### src/rtl/lsu_pkg.sv
// Shared definitions for the load/store unit: funct3 access codes, FSM encoding,
// fault cause codes and default address windows.
package lsu_pkg;

  localparam logic [2:0] LSU_B  = 3'b000;
  localparam logic [2:0] LSU_H  = 3'b001;
  localparam logic [2:0] LSU_W  = 3'b010;
  localparam logic [2:0] LSU_BU = 3'b100;
  localparam logic [2:0] LSU_HU = 3'b101;

  typedef enum logic [1:0] {
    ST_IDLE  = 2'd0,
    ST_ISSUE = 2'd1,
    ST_WAIT  = 2'd2,
    ST_RESP  = 2'd3
  } lsu_state_e;

  localparam logic [1:0] CAUSE_NONE     = 2'd0;
  localparam logic [1:0] CAUSE_MISALIGN = 2'd1;
  localparam logic [1:0] CAUSE_RANGE    = 2'd2;
  localparam logic [1:0] CAUSE_TYPE     = 2'd3;

  localparam logic [31:0] DEFAULT_ROM_BASE = 32'h0010_0000;
  localparam logic [31:0] DEFAULT_ROM_SIZE = 32'h0000_0100;
  localparam logic [31:0] DEFAULT_RAM_BASE = 32'h8000_0000;
  localparam logic [31:0] DEFAULT_RAM_SIZE = 32'h0000_1000;

endpackage

### src/rtl/lsu_align.sv
// Byte-lane steering: store data shift and lane enables, plus load byte/half
// extraction with sign or zero extension. Purely combinational.
module lsu_align
  import lsu_pkg::*;
(
  input  logic [2:0]  funct3,
  input  logic [1:0]  offset,
  input  logic [31:0] store_data,
  input  logic [31:0] load_word,
  output logic [3:0]  lanes,
  output logic [31:0] store_lanes,
  output logic [31:0] load_result
);

  logic [7:0]  byte_val;
  logic [15:0] half_val;

  always_comb begin
    byte_val    = load_word[{offset, 3'b000} +: 8];
    half_val    = offset[1] ? load_word[31:16] : load_word[15:0];
    lanes       = 4'b0000;
    store_lanes = '0;
    load_result = '0;
    case (funct3)
      LSU_B, LSU_BU: begin
        lanes       = 4'b0001 << offset;
        store_lanes = {24'h0, store_data[7:0]} << {offset, 3'b000};
        load_result = (funct3 == LSU_B) ? {{24{byte_val[7]}}, byte_val}
                                        : {24'h0, byte_val};
      end
      LSU_H, LSU_HU: begin
        lanes       = 4'b0011 << {offset[1], 1'b0};
        store_lanes = {16'h0, store_data[15:0]} << {offset[1], 4'b0000};
        load_result = (funct3 == LSU_H) ? {{16{half_val[15]}}, half_val}
                                        : {16'h0, half_val};
      end
      LSU_W: begin
        lanes       = 4'b1111;
        store_lanes = store_data;
        load_result = load_word;
      end
      default: begin
      end
    endcase
  end

endmodule

### src/rtl/load_store_unit.sv
// Memory-access stage: classifies one load/store at a time, drives a single-cycle
// DataMemory access and returns an extended load result or a fault.
module load_store_unit
  import lsu_pkg::*;
#(
  parameter logic [31:0] ROM_BASE = DEFAULT_ROM_BASE,
  parameter logic [31:0] ROM_SIZE = DEFAULT_ROM_SIZE,
  parameter logic [31:0] RAM_BASE = DEFAULT_RAM_BASE,
  parameter logic [31:0] RAM_SIZE = DEFAULT_RAM_SIZE
) (
  input  logic        clk,
  input  logic        reset,
  input  logic        req_valid,
  output logic        req_ready,
  input  logic        req_write,
  input  logic [2:0]  req_type,
  input  logic [31:0] req_addr,
  input  logic [31:0] req_wdata,
  output logic        resp_valid,
  output logic [31:0] resp_rdata,
  output logic        resp_fault,
  output logic [1:0]  resp_cause,
  output logic        read_enable,
  output logic        write_enable,
  output logic [3:0]  byte_sel,
  output logic [31:0] memory_addr,
  output logic [31:0] write_data,
  input  logic [31:0] read_data
);

  // Handshake: a request transfers on a rising edge where req_valid && req_ready;
  // req_ready is high only in IDLE. resp_valid is a one-cycle pulse with no ready.
  lsu_state_e state, next_state;

  logic        accept;
  logic        req_fault;
  logic [1:0]  req_cause;
  logic        type_bad, misaligned, in_rom, in_ram, range_bad;
  logic        write_q;
  logic [2:0]  type_q;
  logic [1:0]  offset_q;
  logic [2:0]  align_type;
  logic [1:0]  align_offset;
  logic [3:0]  align_lanes;
  logic [31:0] align_store, align_load;

  assign accept = (state == ST_IDLE) && req_valid;

  always_comb begin
    type_bad   = (req_type == 3'b011) || (req_type == 3'b110) || (req_type == 3'b111) ||
                 (req_write && ((req_type == LSU_BU) || (req_type == LSU_HU)));
    misaligned = (((req_type == LSU_H) || (req_type == LSU_HU)) && req_addr[0]) ||
                 ((req_type == LSU_W) && (req_addr[1:0] != 2'b00));
    in_rom     = (req_addr >= ROM_BASE) && (req_addr < ROM_BASE + ROM_SIZE);
    in_ram     = (req_addr >= RAM_BASE) && (req_addr < RAM_BASE + RAM_SIZE);
    range_bad  = !(in_rom || in_ram) || (req_write && in_rom);
    req_fault  = 1'b1;
    if (type_bad)        req_cause = CAUSE_TYPE;
    else if (misaligned) req_cause = CAUSE_MISALIGN;
    else if (range_bad)  req_cause = CAUSE_RANGE;
    else begin
      req_cause = CAUSE_NONE;
      req_fault = 1'b0;
    end
  end

  always_ff @(posedge clk or posedge reset) begin
    if (reset) state <= ST_IDLE;
    else       state <= next_state;
  end

  always_comb begin
    next_state = state;
    case (state)
      ST_IDLE:  if (req_valid) next_state = req_fault ? ST_RESP : ST_ISSUE;
      ST_ISSUE: next_state = write_q ? ST_RESP : ST_WAIT;
      ST_WAIT:  next_state = ST_RESP;
      ST_RESP:  next_state = ST_IDLE;
      default:  next_state = ST_IDLE;
    endcase
  end

  always_comb begin
    req_ready  = (state == ST_IDLE);
    resp_valid = (state == ST_RESP);
  end

  // In IDLE the aligner steers the incoming store; afterwards it extracts the
  // load using the captured type and offset.
  always_comb begin
    align_type   = (state == ST_IDLE) ? req_type       : type_q;
    align_offset = (state == ST_IDLE) ? req_addr[1:0]  : offset_q;
  end

  lsu_align u_align (
    .funct3      (align_type),
    .offset      (align_offset),
    .store_data  (req_wdata),
    .load_word   (read_data),
    .lanes       (align_lanes),
    .store_lanes (align_store),
    .load_result (align_load)
  );

  // Memory-side and response registers default to 0 each cycle so they are
  // only non-zero in the one cycle they belong to.
  always_ff @(posedge clk or posedge reset) begin
    if (reset) begin
      read_enable  <= 1'b0;
      write_enable <= 1'b0;
      byte_sel     <= 4'b0000;
      memory_addr  <= '0;
      write_data   <= '0;
      resp_rdata   <= '0;
      resp_fault   <= 1'b0;
      resp_cause   <= CAUSE_NONE;
      write_q      <= 1'b0;
      type_q       <= 3'b000;
      offset_q     <= 2'b00;
    end else begin
      read_enable  <= 1'b0;
      write_enable <= 1'b0;
      byte_sel     <= 4'b0000;
      memory_addr  <= '0;
      write_data   <= '0;
      resp_rdata   <= '0;
      resp_fault   <= 1'b0;
      resp_cause   <= CAUSE_NONE;
      if (accept) begin
        write_q  <= req_write;
        type_q   <= req_type;
        offset_q <= req_addr[1:0];
        if (req_fault) begin
          resp_fault <= 1'b1;
          resp_cause <= req_cause;
        end else begin
          read_enable  <= !req_write;
          write_enable <= req_write;
          byte_sel     <= align_lanes;
          memory_addr  <= {req_addr[31:2], 2'b00};
          write_data   <= req_write ? align_store : 32'h0;
        end
      end
      if (state == ST_WAIT) resp_rdata <= align_load;
    end
  end

endmodule

### config.mk
export PLATFORM = sky130hd
export DESIGN_NAME = load_store_unit
export DESIGN_NICKNAME = d
export VERILOG_FILES = /design/src/rtl/lsu_pkg.sv /design/src/rtl/lsu_align.sv /design/src/rtl/load_store_unit.sv
export SDC_FILE = /design/constraint.sdc
export NUM_CORES = 1
export LEC_CHECK = 0
export ABC_AREA = 0
export ABC_CLOCK_PERIOD_IN_PS = 3900
export CORE_UTILIZATION = 35
export CTS_CLUSTER_SIZE = 28
export DETAILED_ROUTE_END_ITERATION = 7
export PLACE_DENSITY = 0.79
export SKIP_CTS_REPAIR_TIMING = 1
export SYNTH_ARGS = -nofsm -noshare
export SYNTH_HDL_FRONTEND = slang
export SYNTH_SLANG_ARGS = --single-unit
### constraint.sdc
create_clock -name clk -period 3.9 [get_ports clk]
set_input_delay 0.78 -clock clk [delete_from_list [all_inputs] [get_ports clk]]
set_output_delay 0.78 -clock clk [all_outputs]
set_load 0.01 [all_outputs]
[After elaboration in Yosys (flattened, before gate mapping)]
Index checks and enable logic that the tools add are counted.
Cells by class
  multiplexer cells: 34
  multipliers: 0
  shift operators: 5
  divide/modulo/power cells: 0
  equal/unequal tests: 15
  magnitude comparators: 4
  bitwise operators: 0
  add/sub/neg operators: 0
  reduce and logical (&&, ||, !) cells: 22
Operator list (number)
  32-bit 2-to-1 mux: 8
  32-bit one-hot mux with 3 select lines: 2
  32-bit by 21-bit greater-or-equal comparator with 1-bit output (second input constant): 1
  32-bit greater-or-equal comparator (second input constant): 1
  32-bit by 21-bit less-than comparator with 1-bit output (second input constant): 1
  32-bit less-than comparator (second input constant): 1
  32-bit by 6-bit variable part select with 8-bit output: 1
  16-bit by 5-bit << shifter with 32-bit output: 1
  8-bit by 5-bit << shifter with 32-bit output: 1
  3-bit == test (second input constant): 6
  16-bit 2-to-1 mux: 1
  2-bit 2-to-1 mux: 8
  4-bit one-hot mux with 3 select lines: 1
  1-bit 2-to-1 mux: 10
  3-bit by 2-bit == test with 1-bit output (second input constant): 3
  1-bit logical OR: 8
  4-bit 2-to-1 mux: 2
  2-bit one-hot mux with 4 select lines: 1
  1-bit logical AND: 7
  3-bit by 1-bit == test with 1-bit output (second input constant): 2
  2-bit == test (second input constant): 2
  2-bit OR reduction: 2
  1-bit by 2-bit << shifter with 4-bit output (first input constant): 1
  2-bit by 2-bit << shifter with 4-bit output (first input constant): 1
  7 further kinds: 8
Storage, ports and cells
  RAM bits: 0
  register bits after elaboration: 113
  input bits: 103
  memories: 0
  bits in latches: 0
  ROM bits: 0
  word-level logic and storage cells: 92

[Depth between registers and ports, before layout]
Gate-level depths: netlist (run 1).
  word-level depth: 11
  mapped depth: 10
  mapped depth without buffers: 7

[Cells and area by module]
A second synthesis (run 1) with hierarchy kept.
Second synthesis, totals
  cell total of the unflattened synthesis: 437
  area, all modules: 5066.1 µm²
Modules (own cells, without submodules)
  load_store_unit: cells each 259, sequential area each 2777.7 µm², area an instance 3743.6 µm², instances 1
  lsu_align: cells each 178, sequential area each 0.0 µm², area an instance 1322.5 µm², instances 1

[Least setup slack after synthesis (run 1)]
OpenSTA, ideal clock, no wires.
  path kind: in2reg
  start: input req_addr[12]
  end: register write_data[12]
  stages on the path: 7
  arrival: 2.589 ns
  slack: 1.237 ns
  path through: or4_4 > a2111oi_4 > nand4_2 > or3_1 > buf_6 > buf_6 > nor2_1
Between the ends
  word-level cells in the longest chain between the ends: 10
RTL lines
  start: declaration: RTL line load_store_unit.sv:17  | input logic [31:0] req_addr,
  32-bit by 21-bit greater-or-equal comparator with 1-bit output (tied with other cells): RTL line load_store_unit.sv:54  | in_rom = (req_addr >= ROM_BASE) && (req_addr < ROM_BASE + ROM_SIZE);
  1-bit logical AND, on equally long branches: RTL line load_store_unit.sv:54, load_store_unit.sv:55
  1-bit logical OR: RTL line load_store_unit.sv:56  | range_bad = !(in_rom || in_ram) || (req_write && in_rom);
  1-bit zero test: RTL line load_store_unit.sv:56
  1-bit logical OR *: RTL line load_store_unit.sv:56
  1-bit 2-to-1 mux *: RTL line load_store_unit.sv:60  | else if (range_bad) req_cause = CAUSE_RANGE;
  1-bit 2-to-1 mux *: RTL line load_store_unit.sv:59  | else if (misaligned) req_cause = CAUSE_MISALIGN;
  1-bit 2-to-1 mux *: RTL line load_store_unit.sv:58  | if (type_bad) req_cause = CAUSE_TYPE;
  32-bit 2-to-1 mux *: RTL line load_store_unit.sv:133  | if (req_fault) begin
  32-bit 2-to-1 mux *: RTL line load_store_unit.sv:129  | if (accept) begin
  end signal: assignment: RTL line load_store_unit.sv:141  | write_data <= req_write ? align_store : 32'h0;
  end: declaration: RTL line load_store_unit.sv:27  | output logic [31:0] write_data,
Every way passes the cells marked *; elsewhere a longest branch is shown, timed or not.
A chain may end at the register's enable or synchronous reset.

[Worst setup path after layout (run 1)]
Ends and elaborated chain as after synthesis.

==> results of run 1 <==
registers in the layout, summed over array words and instances, names as in the netlist:
signal	count
byte_sel	4
memory_addr	30
offset_q	2
read_enable	1
resp_cause	2
resp_fault	1
resp_rdata	32
state	2
type_q	3
write_data	32
write_enable	1
write_q	1
cell type report:
class,count,area share
inverters,6,0.003492
repair buffers,220,0.3045
clock inverters,7,0.008729
multi-input cells,251,0.2343
clock buffers,9,0.03142
well taps,172,0.03003
flip-flops and latches,111,0.3876
cell usage after synthesis (2+ instances only):
library cell,instances,area share
or2_2,4,0.0055
mux2i_1,3,0.0066
buf_4,2,0.0033
clkbuf_1,16,0.013
and2_1,19,0.026
a21oi_1,34,0.038
nor3b_1,2,0.0033
nor2b_1,2,0.0028
mux2_2,7,0.017
nand3_1,2,0.0022
dfrtp_1,111,0.61
nor4_1,8,0.011
nor3_1,4,0.0044
buf_6,3,0.0075
nand2b_1,2,0.0028
nand2_1,24,0.020
inv_1,6,0.0050
a22oi_1,24,0.040
a31o_2,2,0.0039
mux4_2,7,0.035
ha_1,4,0.011
or3b_2,2,0.0039
buf_2,4,0.0044
o21a_1,2,0.0033
nor2_1,36,0.030
o21ai_0,6,0.0066
a222oi_1,15,0.033
cell families after synthesis:
| kind of cell | synth area share |
|---|---|
| muxes | 0.05881 |
| AOI/OAI and AO/OA | 0.1477 |
| and+or+nand+nor | 0.1345 |
| DFF | 0.6129 |
| adders and majority gates | 0.01104 |
| buffers and inverters | 0.03423 |
| other | 0.0008275 |
cell usage in the layout (no fill, tap or decap), types with 7 or more instances in the layout:
cell type,synthesis,routed
nor4_1,8,8
and2_1,19,19
buf_4,2,12
mux2_2,7,7
clkdlybuf4s50_1,0,207
mux4_2,7,7
a222oi_1,15,15
dfrtp_1,111,111
conb_1,1,20
clkbuf_16,0,9
nand2_1,24,24
a22oi_1,24,24
a21oi_1,34,34
nor2_1,36,35
metal layers:
layer / global-route usage / vias up
li1: - / 1792
met1: 0.2551 / 2018
met2: 0.3679 / 196
met3: 0.04289 / 14
met4: 0.05983 / 0
met5: 0 / -
per-stage QoR:
step | power, mW | worst slack (ns) | hold WS, ns | util
after CTS | 3.985 | 0.8371 | 0.5114 | 0.5679
final | 3.973 | 0.8256 | 0.5068 | 0.5679
after detailed placement | 3.090 | 0.4675 | 0.4948 | 0.5451
after global routing | 4.182 | 0.6557 | 0.5278 | 0.5679
after global placement | 3.045 | 0.5581 | 0.4616 | 0.5451
after floorplan | 2.392 | 0.1893 | 0.4473 | -
worst min-delay path, delay by kind of cell, from the launching register on:
family | cells | cell delay [ns]
flops | 1 | 0.36
simple gates | 2 | 0.11
power groups by stage:
stage / logic [mW] / clock network, mW / registers (mW)
global route: 1.82 / 0.954 / 1.41
finish: 1.69 / 0.887 / 1.39
CTS: 1.69 / 0.909 / 1.39
floorplan: 0.940 / 0 / 1.45
detailed placement: 1.68 / 0 / 1.41
global placement: 1.64 / 0 / 1.41
worst max-delay path by stage:
stage                       from        endpoint  slack, ns  depth (start not counted)
finish              req_addr[12]  write_data[12]       0.83                          6
global route        req_addr[12]  write_data[11]       0.66                          6
CTS                 req_addr[12]  write_data[12]       0.84                          6
detailed placement  req_addr[12]  write_data[12]       0.47                          6
global placement    req_addr[12]  write_data[12]       0.56                          6
floorplan                  reset     byte_sel[0]       0.19                          1
==> impl_metrics.csv, run 1 <==
group,metric,value,unit
outcome,outcome,"completed",
logic_synthesis,synth.yosys.warnings,0,
worst_hold_path,hold_path.startpoint,"write_q",
logic_synthesis,ys.flop_type,"dfrtp_1",
worst_setup_path,crit_buf_inv,1,
pwr,clkPwrFrac,0.223,
clock_network,numCtsBuffers,9,
worst_hold_path,min_to,"write_q",
route,routed-wl-met3,981,µm
logic_synthesis,ys_ff_latch,111,
worst_setup_path,critPathSlowestCell,"or3_1",
finish,area_growth,58.14,%
finish,drive_above_1_share,0.09768,
floorplan,start_util,0.3591,
route,wire_per_inst,17.96,µm
finish,fillCellCount,1059,
finish,multi_input_area,0.001679,mm²
logic_synthesis,synth_seq_area_share,0.6129,
route,drt_iter0_markers,463,
worst_setup_path,reg2reg_slack,0.93,ns
pwr,swShare,0.3620,
floorplan,io_pins,210,
grt,gr-usage-all-layers,0.2076,
pwr,internal_power,2.535,mW
floorplan,die_x,115.8,µm
clock_network,clock_path_buffers,2,
placement,port_buffers,207,
worst_setup_path,r2r_start,"state[0]",
worst_setup_path,worst_setup_path_start_kind,"input pin",
finish,seq_area,0.002778,mm²
logic_synthesis,syn-cell-area,0.004532,mm²
grt,antenna_found_initial,0,
pwr,pwr_density_cell,554.4,mW/mm²
sta,max_freq,0.3253,GHz
worst_setup_path,critPathKind,"input pin to flop",
pwr,p_switching,1.438,mW
sta,finalHoldViolations,0,
sta,finalMaxSlewViolations,0,
finish,fin_nets,706,
worst_setup_path,cpPeakStageDelay,0.78,ns
route,wl,13930,µm
sta,setup_violations,0,
clock_network,clock-sinks,111,
worst_setup_path,worstSetupEndpointType,"flop",
logic_synthesis,syn_avg_cell_area,12.08,µm²
grt,grt_overflow_total,0,
worst_setup_path,cp_cell_sequence,"clkdlybuf4s50_1 > or4_4 > a2111oi_4 > nand4_2 > or3_1 > nor2_1",
finish,fin_cells,776,
worst_hold_path,hold_path_depth,2,
logic_synthesis,async_reset_ff_frac,1.000,
floorplan,fp.dieH,115.8,µm
clock_network,cts_tree,"done",
route,wirelength_met1,5483,µm
pwr,p_seq_frac,0.350,
grt,grt_pass1_wl,21220,µm
worst_setup_path,worst_ep_arrival_time,3.34,ns
route,routed_via_density,5.180,
sta,fin_skew,0.007108,ns
logic_synthesis,ys_types,51,
pwr,peakVddDrop,348.4,µV
clock_network,insertion_delay,0.34,ns
worst_setup_path,cp_max_fo,25,
grt,grt_pass1_vias,3999,
sta,relSlewSlack,0.3311,
placement,hpwlAfterDp,10200,µm
logic_synthesis,syn_inst,375,
finish,n_antenna_cell,0,
worst_setup_path,cp.required,4.16,ns
worst_setup_path,reg2reg_depth,7,
route,drc,0,
floorplan,num_rows,41,
placement,dpl_cell_area,0.006879,mm²
sta,fin_tns_setup,0,ns
route,detail-route-antenna-nets,0,
pwr,power.leakage,3.003,nW
route,top_layer,"met4",
worst_hold_path,hp-class,"flop to flop",
route,met2_length,7262,µm
sta,min_period_over_period,0.7883,
finish,final_area,0.007167,mm²
floorplan,fp.coreArea,0.01262,mm²
sta,period_needed,3.074,ns
worst_setup_path,crit_family,"simple AND/OR/NAND/NOR gates",
clock_network,path_clk_slew,0.08,ns
run,cap_viol_max_count,0,
worst_setup_path,worstReg2RegEnd,"write_data[18]",
pwr,combPwrFrac,0.427,
logic_synthesis,synth_edf_count,0,
clock_network,h-tree-depth,3,
placement,routabilityCongestion,0.8061,
route,vias,4020,
clock_network,cts_root_buffer,"clkbuf_16",
route,first_pass_iters,5,
floorplan,fp.dieArea,0.01341,mm²
placement,numPlacedInstances,760,
sta,rsz0062_at_grt,"false",
sta,worst_pin_slew,1.003,ns
grt,grt_max_degree,64,
Note: power is estimated with default switching activity, not from simulation.
==> run 2: changes to the inputs <==
--- a/config.mk
+++ b/config.mk
@@ -6,11 +6,11 @@
 export NUM_CORES = 1
 export LEC_CHECK = 0
 export ABC_AREA = 0
-export ABC_CLOCK_PERIOD_IN_PS = 3900
+export ABC_CLOCK_PERIOD_IN_PS = 3000
 export CORE_UTILIZATION = 35
 export CTS_CLUSTER_SIZE = 28
 export DETAILED_ROUTE_END_ITERATION = 7
-export PLACE_DENSITY = 0.79
+export PLACE_DENSITY = 0.77
 export SKIP_CTS_REPAIR_TIMING = 1
 export SYNTH_ARGS = -nofsm -noshare
 export SYNTH_HDL_FRONTEND = slang
==> constraint.sdc (replaced) <==
create_clock -name clk -period 3 [get_ports clk]
set_input_delay 0.6 -clock clk [delete_from_list [all_inputs] [get_ports clk]]
set_output_delay 0.6 -clock clk [all_outputs]
set_load 0.01 [all_outputs]
==> impl_metrics.csv, run 2 (synthesis gave the netlist of run 1 again) <==
group,metric,value,unit
floorplan,fp.coreArea,0.01262,mm²
worst_setup_path,cp.required,3.27,ns
pwr,p_switching,1.830,mW
route,vias,3993,
run,cap_viol_max_count,0,
sta,timing.hold.ws,0.4925,ns
floorplan,fp.dieH,115.8,µm
finish,fillCellCount,1079,
floorplan,io_pins,210,
finish,area_growth,59.77,%
route,drt_iter0_markers,326,
clock_network,clock-sinks,111,
floorplan,num_rows,41,
finish,mostFrequentLayoutCell,"clkdlybuf4s50_1",
finish,fin_nets,713,
floorplan,die_x,115.8,µm
grt,gr-usage-all-layers,0.2081,
route,first_pass_iters,7,
sta,rsz0062_at_grt,"false",
pwr,peakVddDrop,425.5,µV
pwr,power.leakage,3.039,nW
placement,routabilityCongestion,0.7962,
clock_network,clock_path_buffers,2,
route,wl,13880,µm
finish,layout_common_cells,"207 x clkdlybuf4s50_1, 111 x dfrtp_1, 35 x nor2_1",
pwr,pwr_density_cell,720.6,mW/mm²
sta,relSlewSlack,0.2077,
finish,drive_above_1_share,0.1064,
sta,fin_skew,0.007836,ns
worst_setup_path,worst_setup_path_start_kind,"flop",
sta,min_period_over_period,0.9429,
sta,worst_pin_slew,1.179,ns
clock_network,h-tree-depth,3,
route,drc,0,
pwr,p_seq_frac,0.346,
clock_network,numCtsBuffers,9,
grt,grt_pass1_vias,4045,
pwr,power.total,5.217,mW
placement,hpwlAfterDp,10270,µm
pwr,combPwrFrac,0.425,
finish,seq_area,0.002778,mm²
sta,max_freq,0.3535,GHz
route,detail-route-antenna-nets,0,
sta,period_needed,2.829,ns
clock_network,path_clk_slew,0.07,ns
floorplan,fp.dieArea,0.01341,mm²
finish,n_antenna_cell,0,
worst_setup_path,worstSetupEndpointType,"flop",
sta,finalMaxSlewViolations,0,
sta,finalHoldViolations,0,
placement,port_buffers,207,
worst_setup_path,cp_max_fo,16,
finish,reg.largest.list,"resp_rdata x32, write_data x32, memory_addr x30",
pwr,clkPwrFrac,0.228,
worst_hold_path,hold_path_depth,2,
worst_setup_path,critPathKind,"flop to flop",
pwr,swShare,0.3508,
worst_hold_path,hp-class,"flop to flop",
worst_setup_path,worst_ep_arrival_time,3.10,ns
pwr,internal_power,3.387,mW
grt,grt_pass1_wl,21050,µm
route,wire_per_inst,17.72,µm
finish,multi_input_area,0.001679,mm²
clock_network,insertion_delay,0.35,ns
clock_network,cts_tree,"done",
route,routed_via_density,5.100,
grt,antenna_found_initial,0,
grt,grt_overflow_total,0,
grt,grt_max_degree,59,
clock_network,cts_root_buffer,"clkbuf_16",
floorplan,start_util,0.3591,
worst_setup_path,reg2reg_depth,8,
outcome,outcome,"completed",
sta,setup_violations,0,
-- run 2: layer usage --
| metal | vias to the layer above | track usage | routed length (µm) |
|---|---|---|---|
| met1 | 1980 | 0.2506 | 5572 |
| met5 | - | 0 | 0 |
| met4 | 0 | 0.08205 | 266 |
| met3 | 24 | 0.04759 | 931 |
| li1 | 1802 | - | - |
| met2 | 187 | 0.3611 | 7105 |
-- run 2: power by group through the flow --
stage	registers, mW	logic [mW]	clock network [mW]
6_report	1.81	2.22	1.19
3_5_place_dp	1.83	2.21	0
5_1_grt	1.83	2.40	1.29
3_3_place_gp	1.83	2.14	0
4_1_cts	1.81	2.22	1.22
2_1_floorplan	1.89	1.22	0
-- run 2: area by class of cell --
class / count / area share
flip-flops and latches: 111 / 0.3836
clock buffers: 10 / 0.03162
clock inverters: 6 / 0.009158
multi-input cells: 251 / 0.2319
inverters: 6 / 0.003629
well taps: 172 / 0.02972
repair buffers: 227 / 0.3104
-- run 2: metrics by stage --
stage,setup slack [ns],instance area [µm²],cells,util,setup TNS [ns]
2_1_floorplan,0.3813,4607,394,-,0
3_3_place_gp,0.09311,6945,767,0.5504,0
3_5_place_dp,-0.04813,6945,767,0.5504,-0.04813
4_1_cts,0.2343,7241,783,0.5738,0
5_1_grt,0.01067,7241,783,0.5738,0
6_report,0.1713,7241,783,0.5738,0
-- run 2: final timing paths --
check / from / to / slack [ns]
max: state[0] / write_data[31] / 0.17
min: write_q / write_q / 0.49
max reg2reg: state[0] / write_data[31] / 0.17
min reg2reg: write_q / write_q / 0.49
max in group asynchronous: reset / resp_rdata[1] / 1.72
min in group asynchronous: reset / memory_addr[23] / 0.63
-- run 2: worst max-delay path: stages, from the launching register on --
cell and delay (ns):
dfrtp_1 0.42, inv_1 0.08, ha_1 0.22, buf_4 0.20, nor3_1 0.29, nor2_1 0.15
nor3_1 0.96, a222oi_1 0.28, nor2_1 0.15
==> run 3: changes to the inputs <==
--- a/config.mk
+++ b/config.mk
@@ -7,6 +7,7 @@
 export LEC_CHECK = 0
 export ABC_AREA = 0
 export ABC_CLOCK_PERIOD_IN_PS = 3000
+export CAP_MARGIN = 20
 export CORE_UTILIZATION = 35
 export CTS_CLUSTER_SIZE = 28
 export DETAILED_ROUTE_END_ITERATION = 7
@@ -15,3 +16,4 @@
 export SYNTH_ARGS = -nofsm -noshare
 export SYNTH_HDL_FRONTEND = slang
 export SYNTH_SLANG_ARGS = --single-unit
+export TNS_END_PERCENT = 30
==> results of run 3 <==
Final layout, timing and power as in run 2 (identical DEF).
